File: src/rtl/lock_timer_pkg.sv
// lock_timer_pkg: shared FSM state type and timing defaults for the lock timer scheduler
package lock_timer_pkg;
  typedef enum logic [1:0] {IDLE, RUN, DONE} state_t;
  localparam int TICK_DIV_1HZ = 40000000;
  localparam int CNT_W_DEF = 8;
endpackage

File: src/rtl/tick_gen.sv
// tick_gen: prescaler (clk_in, rst async, clr sync, en) emitting a one-cycle tick every DIV enabled cycles
module tick_gen #(
  parameter int DIV = 4
) (
  input  logic clk_in,
  input  logic rst,
  input  logic clr,
  input  logic en,
  output logic tick
);
  localparam int PW = $clog2(DIV);
  logic [PW-1:0] cnt;
  assign tick = en && (cnt == PW'(DIV - 1));
  always_ff @(posedge clk_in or posedge rst)
    if (rst) cnt <= '0;
    else if (clr) cnt <= '0;
    else if (en) cnt <= tick ? '0 : cnt + PW'(1);
endmodule

File: src/rtl/lock_timer_sched.sv
// lock_timer_sched: round-robin shared timeout timer; req/dur/cancel in, grant/done/busy/remaining/tick out
module lock_timer_sched
  import lock_timer_pkg::*;
#(
  parameter int NUM_REQ  = 2,
  parameter int CNT_W    = CNT_W_DEF,
  parameter int TICK_DIV = TICK_DIV_1HZ
) (
  input  logic                     clk_in,
  input  logic                     rst,
  input  logic [NUM_REQ-1:0]       req,
  input  logic [NUM_REQ*CNT_W-1:0] dur,
  input  logic                     cancel,
  output logic [NUM_REQ-1:0]       grant,
  output logic [NUM_REQ-1:0]       done,
  output logic                     busy,
  output logic [CNT_W-1:0]         remaining,
  output logic                     tick
);
  localparam int IW = $clog2(NUM_REQ);
  state_t state;
  logic [IW-1:0] rr, owner, sel, rr_next;
  logic any;
  logic [CNT_W-1:0] sel_dur;
  logic [NUM_REQ-1:0] sel_oh;
  always_comb begin
    sel = '0;
    any = 1'b0;
    for (int i = NUM_REQ - 1; i >= 0; i--)
      if (req[(int'(rr) + i) % NUM_REQ]) begin
        sel = IW'((int'(rr) + i) % NUM_REQ);
        any = 1'b1;
      end
  end
  assign sel_dur = dur[int'(sel)*CNT_W +: CNT_W];
  assign sel_oh  = NUM_REQ'(1) << sel;
  assign rr_next = (owner == IW'(NUM_REQ - 1)) ? '0 : owner + IW'(1);
  tick_gen #(.DIV(TICK_DIV)) u_tick (
    .clk_in (clk_in),
    .rst    (rst),
    .clr    (state != RUN),
    .en     (state == RUN),
    .tick   (tick)
  );
  always_ff @(posedge clk_in or posedge rst)
    if (rst) begin
      state     <= IDLE;
      rr        <= '0;
      owner     <= '0;
      grant     <= '0;
      done      <= '0;
      busy      <= 1'b0;
      remaining <= '0;
    end else begin
      done <= '0;
      case (state)
        IDLE: if (any) begin
          owner     <= sel;
          remaining <= sel_dur;
          state     <= (sel_dur == '0) ? DONE : RUN;
          grant     <= (sel_dur == '0) ? '0 : sel_oh;
          busy      <= sel_dur != '0;
          done      <= (sel_dur == '0) ? sel_oh : '0;
        end
        RUN: if (cancel) begin
          state     <= IDLE;
          grant     <= '0;
          busy      <= 1'b0;
          remaining <= '0;
          rr        <= rr_next;
        end else if (tick) begin
          remaining <= remaining - CNT_W'(1);
          if (remaining <= CNT_W'(1)) begin
            state <= DONE;
            grant <= '0;
            busy  <= 1'b0;
            done  <= grant;
          end
        end
        DONE: begin
          state <= IDLE;
          rr    <= rr_next;
        end
        default: state <= IDLE;
      endcase
    end
endmodule
File: config.mk
export PLATFORM = sky130hd
export DESIGN_NAME = lock_timer_sched
export DESIGN_NICKNAME = d
export VERILOG_FILES = /design/src/rtl/lock_timer_pkg.sv /design/src/rtl/tick_gen.sv /design/src/rtl/lock_timer_sched.sv
export SDC_FILE = /design/constraint.sdc
export NUM_CORES = 1
export LEC_CHECK = 0
export BUFFER_PORTS_ARGS = -buffer_cell sky130_fd_sc_hd__buf_2
export CAP_MARGIN = 20
export CELL_PAD_IN_SITES_DETAIL_PLACEMENT = 1
export CELL_PAD_IN_SITES_GLOBAL_PLACEMENT = 2
export CORE_UTILIZATION = 35
export DETAILED_ROUTE_END_ITERATION = 10
export GPL_ROUTABILITY_DRIVEN = 1
export HOLD_SLACK_MARGIN = 0.02
export PLACE_DENSITY_LB_ADDON = 0.2
export SETUP_SLACK_MARGIN = 0.05
export SLEW_MARGIN = 5
export SYNTH_ARGS = -nofsm -noshare
export SYNTH_HDL_FRONTEND = slang
export SYNTH_SLANG_ARGS = --single-unit
File: constraint.sdc
create_clock -name clk_in -period 2.8 [get_ports clk_in]
set_input_delay 0.7 -clock clk_in [delete_from_list [all_inputs] [get_ports clk_in]]
set_output_delay 0.7 -clock clk_in [all_outputs]
set_load 0.03 [all_outputs]
==> results of run 1 <==
[critical path, delay by kind of cell, from the launching register on]
| kind | cells | cell delay, ns |
|---|---|---|
| fa+ha+maj | 1 | 0.23 |
| simple gates | 4 | 0.77 |
| buf+inv | 1 | 0.18 |
| flops | 1 | 0.40 |
[placed cells by master, fill, tap and decap left out, drive strengths merged, types with 2 or more instances in the layout]
cell type  Yosys  routed
dfrtp         43      43
buf            2      38
nor2          36      36
nand2         18      18
xor2          17      17
nand4         11      11
nor3          10      10
nand3         10      10
nor4           9       9
xnor2          7       7
o21ai          7       7
mux2i          6       6
and3           6       6
clkbuf         8       5
a21oi          5       5
nand2b         4       4
mux2           4       4
inv            5       4
a32o           4       4
nor2b          3       3
o22ai          3       3
and4           3       3
ha             3       3
clkinv         0       3
or4            2       2
and4bb         2       2
or3            2       2
o211ai         2       2
a31o           2       2
or2            2       2
nor4b          2       2
[cell type report]
type	instances	area (µm²)	area share, %
multi-input cells	195	1300	46.2
well taps	80	100	3.56
clock inverters	3	43.8	1.56
inverters	5	18.8	0.668
flip-flops and latches	43	1080	38.3
repair buffers	38	203	7.22
clock buffers	5	68.8	2.45
[cell families (layout without fill, tap and decap cells)]
kind of cell / after synthesis / count (layout)
and+or+nand+nor: 126 / 126
muxes: 10 / 10
buffers and inverters: 15 / 51
AOI/OAI and AO/OA: 32 / 32
adders and majority gates: 3 / 3
DFF: 43 / 43
xor gates and xnor gates: 24 / 24
[what timing repair did]
item | in CTS | in global routing
gates cloned | 0 | 0
pin swaps | 0 | 1
endpoints found under the setup margin | 1 | 1
gates resized for setup | 2 | 3
setup buffers | 0 | 1
[sequential cells by signal, summed over array words and instances (netlist names)]
signal	cells
busy	1
done	2
grant	2
owner	1
remaining	8
rr	1
state	2
u_tick.cnt	26
[how the worst min path moves through the flow]
| stage | start | to |
|---|---|---|
| 2_1_floorplan | u_tick.cnt[0] | u_tick.cnt[0] |
| 3_3_place_gp | u_tick.cnt[0] | u_tick.cnt[0] |
| 3_5_place_dp | u_tick.cnt[0] | u_tick.cnt[0] |
| 4_1_cts | u_tick.cnt[0] | u_tick.cnt[0] |
| 5_1_grt | u_tick.cnt[0] | u_tick.cnt[0] |
| 6_report | u_tick.cnt[0] | u_tick.cnt[0] |
[power by group]
part | internal, mW | switching (mW)
sequential | 0.716 | 0.120
combinational | 0.227 | 0.410
clock | 0.266 | 0.224
total | 1.21 | 0.753
[per-layer routing]
layer / wire [µm] / GRT usage, %
met1: 2910 / 23.4
met2: 3210 / 33.8
met3: 195 / 3.89
met4: 82 / 6.21
met5: 0 / 0
==> flow_summary.ini, run 1 <==
[timing]
finalSetupViolCount = 0
skew_ns = 0.00555
setup_tns_ns = 0
finalHoldViolations = 0
worst_slack_ns = 0.226
min_period_over_period_pct = 91.9
slew_viol_final = 0
max_freq_ghz = 0.389
rsz0062_at_grt = false
fin_hold_ws_ns = 0.495
slew_headroom_pct = 55.9
tightestPinTransition_ns = 0.660
finalCriticalPeriod_ns = 2.57

[synth]
synthTopCellsByCount = dfrtp_1 (43), nor2_1 (36), nand2_1 (18)
seq_area_frac_synth_pct = 44.3
synth.most_common_cell = dfrtp_1
synth_area_leaders = dfrtp_1 (44%), xor2_1 (6.1%), nor2_1 (5.6%)
postSynthNetCount = 277
yosys.area_share.simple_pct = 29.0
synth_cells = 253
ys_ff_latch = 43
synthXorXnorAreaFrac_pct = 8.65
synth_top_family_by_area = simple AND/OR/NAND/NOR gates
yosysWarnings = 0
synth_mux_area_share_pct = 4.33
synthesis.area_per_instance_um2 = 9.60
synth_edf_count = 0
synth-main-ff-cell = dfrtp_1
synth.distinct_cells = 52
yosysTopAreaCell = dfrtp_1
synth.cell_area_mm2 = 0.00243
synthArstFlopShare_pct = 100
synthAdderAreaFrac_pct = 1.54
synth-compound-area-share_pct = 9.37
netlist.area_leader.share_pct = 44.3

[power]
p_total_mw = 1.96
p_per_area_mw_per_mm2 = 699
ir_worst_vdd_uv = 360
p_leak_nw = 1.25

[floorplan]
core_area_mm2 = 0.00676
die_x_um = 85.3
fp-row-count = 30
die_height_um = 85.3
die_area_mm2 = 0.00728
ioPinCount = 35
start_util_pct = 36.0

[run]
maxCapViolCount = 0

[cts]
numCtsBuffers = 5
clockRootBuffer = clkbuf_8
clk_latency_ns = 0.29
cts_buffer_depth = 2
htreeDepth = 2
clk_pin_slew_worst_paths_ns = 0.09
cts.sinks = 43
hold_buffers = 0
cts_tree = built

[worst_hold_path]
hold_path_class = register to register
min_path_cells = 1

[critical_path]
startpoint = u_tick.cnt[0]
reg2reg_setup_slack_ns = 0.48
crit_required_ns = 2.10
path_class = register to output port
reg2reg_to = remaining[3]
reg2regPathDepth = 6
critical-path-max-stage-delay_ns = 0.40
crit_arrival_ns = 1.87
crit_path_start_kind = register
endpoint = tick
crit_path_end_kind = output port
rr_startpoint = u_tick.cnt[10]
worstPathMaxFanout = 5
path_cells = ha_2 > and4_4 > nand3_2 > or2_4 > nor2_1 > buf_4
cpMaxStageDelayCell = dfrtp_1

[global_routing]
first_global_vias = 2123
grt_overflow = 0
grtUsageTotal_pct = 19.1
antenna_found_initial = 0
grt_max_degree = 44
grt_pass1_wl_um = 10700

[detailed_routing]
vias_per_cell = 5.55
detail_route.wl_per_cell_um = 17.3
drt_iter0_drc = 37
totalWireLength_um = 6390
drc = 0
drt_pass1_iterations = 4
vias = 2047
ant_nets = 0

[place]
placed_area_mm2 = 0.00267
dp_slack_ns = 0.326
gp_congestion = 0.745
port_buffers = 34
dp.cells = 360
place_hpwl_um = 4810

[cells_and_area]
nNetsFinal = 312
final_area_mm2 = 0.00281
area_growth_pct = 15.6
drive_gt1_share_pct = 22.1
final_cells = 369
diodes = 0
fill_cells = 794
final_util_pct = 41.6

[run_status]
outcome = complete, no violations
(Power assumes the default switching activity.)
==> run 2, diff against run 1 <==
--- a/config.mk
+++ b/config.mk
@@ -5,11 +5,12 @@
 export SDC_FILE = /design/constraint.sdc
 export NUM_CORES = 1
 export LEC_CHECK = 0
+export ABC_AREA = 1
 export BUFFER_PORTS_ARGS = -buffer_cell sky130_fd_sc_hd__buf_2
 export CAP_MARGIN = 20
 export CELL_PAD_IN_SITES_DETAIL_PLACEMENT = 1
 export CELL_PAD_IN_SITES_GLOBAL_PLACEMENT = 2
-export CORE_UTILIZATION = 35
+export CORE_UTILIZATION = 33
 export DETAILED_ROUTE_END_ITERATION = 10
 export GPL_ROUTABILITY_DRIVEN = 1
 export HOLD_SLACK_MARGIN = 0.02
==> run 2 against run 1 <==
  * Synthesized cell count grew 46%
  * Area after synthesis grew 12%
  * Worst hold slack lost 0.048 ns
  * Sequential power grew 3.8%
  * Critical path depth grew 2
  * Final cell count grew 39%
  * Final area grew 10%
  * Critical path type unchanged
  * Highest routed layer unchanged
==> flow_summary.ini, run 2 <==
[run_status]
outcome = complete, no violations

[synth]
yosys.area_share.simple_pct = 38.5
synth_edf_count = 0
postSynthNetCount = 394
seq_area_frac_synth_pct = 39.6
synthesis.area_per_instance_um2 = 7.34
synthAdderAreaFrac_pct = 1.38
synthArstFlopShare_pct = 100
yosysTopAreaCell = dfrtp_1
synth_top_family_by_area = simple AND/OR/NAND/NOR gates
synth-main-ff-cell = dfrtp_1
ys_ff_latch = 43
synthXorXnorAreaFrac_pct = 4.52
synthTopCellsByCount = nand2_1 (86), nor2_1 (58), dfrtp_1 (43), inv_1 (43), nand3_1 (26)
synth.cell_area_mm2 = 0.00272
synth_mux_area_share_pct = 0
synth-compound-area-share_pct = 7.70
netlist.area_leader.share_pct = 39.6
yosysWarnings = 0
synth.distinct_cells = 35
synth_area_leaders = dfrtp_1 (40%), nand2_1 (12%), nor2_1 (8.0%)
synth.most_common_cell = nand2_1
synth_cells = 370

[global_routing]
met3_usage_pct = 3.04
grt_overflow = 0
grt_pass1_wl_um = 12700
use_met1_pct = 23.9
antenna_found_initial = 0
grt_most_used_layer = met2
grtUsageMet2_pct = 33.7
first_global_vias = 2596
grtUsageTotal_pct = 19.1
grt_max_degree = 44

[detailed_routing]
detail_route.wl_per_cell_um = 14.6
drt_iter0_drc = 47
drc = 0
drt_pass1_iterations = 4
vias = 2460
ant_nets = 0
totalWireLength_um = 7480
vias_per_cell = 4.80

[timing]
skew_ns = 0.00747
worst_slack_ns = 0.296
tightestPinTransition_ns = 0.591
finalCriticalPeriod_ns = 2.50
fin_hold_ws_ns = 0.447
finalSetupViolCount = 0
slew_viol_final = 0
slew_headroom_pct = 60.6
rsz0062_at_grt = false
setup_tns_ns = 0
min_period_over_period_pct = 89.4
finalHoldViolations = 0
max_freq_ghz = 0.399

[place]
placed_area_mm2 = 0.00298
place_hpwl_um = 5840
dp.cells = 502
dp_slack_ns = 0.454
port_buffers = 34
gp_congestion = 0.804

[floorplan]
core_area_mm2 = 0.00785
die_x_um = 92.7
die_height_um = 92.7
ioPinCount = 35
start_util_pct = 34.6
fp-row-count = 32
die_area_mm2 = 0.00859

[cells_and_area]
diodes = 0
largest_reg_flops = 26
area_growth_pct = 14.2
final_util_pct = 39.5
nNetsFinal = 433
fill_cells = 1046
reg_top3 = u_tick.cnt x26, remaining x8
largest_register = u_tick.cnt
final_area_mm2 = 0.00310
final_cell_mix = nand2_1 (86), nor2_1 (58), dfrtp_1 (43)
final_common_cell = nand2_1
drive_gt1_share_pct = 18.0
final_cells = 512

[cts]
numCtsBuffers = 5
cts_tree = built
cts_buffer_depth = 2
clockRootBuffer = clkbuf_8
cts.sinks = 43
clk_latency_ns = 0.30
clk_pin_slew_worst_paths_ns = 0.09
htreeDepth = 2
hold_buffers = 0

[critical_path]
crit_path_end_kind = output port
crit_path_start_kind = register
crit_required_ns = 2.10
worstPathMaxFanout = 4
path_class = register to output port
crit_arrival_ns = 1.80

[run]
maxCapViolCount = 0

[power]
ir_worst_vdd_uv = 430
p_per_area_mw_per_mm2 = 780
p_total_mw = 2.42
p_leak_nw = 1.48

[worst_hold_path]
hold_path_class = register to register
run 2: kinds of logic (layout without fill, tap and decap cells):
family                     count (synthesis)  in the layout
xor gates and xnor gates                  14             14
adders and majority gates                  3              3
buffers and inverters                     54             94
AOI/OAI and AO/OA                         35             35
and+or+nand+nor                          221            221
DFF                                       43             43
run 2: layer usage:
| layer | up-vias | part of all wire (%) |
|---|---|---|
| met2 | 32 | 49 |
| met1 | 1159 | 47 |
| li1 | 1261 | - |
| met4 | 0 | 1.5 |
| met5 | - | 0 |
| met3 | 8 | 2.3 |
run 2: area by class of cell:
cell class,count,area [µm²],share of cell area (%)
well taps,102,128,4.11
flip-flops and latches,43,1080,34.7
clock buffers,8,100,3.23
inverters,48,180,5.81
repair buffers,38,203,6.53
multi-input cells,273,1420,45.6
run 2: what timing repair did:
action,4_1_cts,5_1_grt
buffers inserted,0,2
setup endpoints to repair,0,1
resized for setup,0,3
run 2: worst paths after layout:
| check | slack [ns] | cells past startpoint | start | to |
|---|---|---|---|---|
| min in group asynchronous | 0.54 | 3 | rst | owner |
| min | 0.45 | 1 | owner | rr |
| min reg2reg | 0.45 | 1 | owner | rr |
| max in group asynchronous | 1.85 | 3 | rst | u_tick.cnt[2] |
| max | 0.30 | 8 | u_tick.cnt[0] | tick |
| max reg2reg | 0.82 | 10 | rr | state[0] |
run 2: power by group:
group	internal [mW]	switching (mW)
Combinational	0.331	0.769
Sequential	0.742	0.126
Clock	0.226	0.226
run 2: critical path, cell delays in order (launching register included):
cell and delay (ns):
dfrtp_1 0.39, ha_1 0.22, nand3_2 0.14, inv_2 0.09, nand2_2 0.10, inv_2 0.10
nand2_1 0.08, nor3_1 0.20, buf_4 0.20
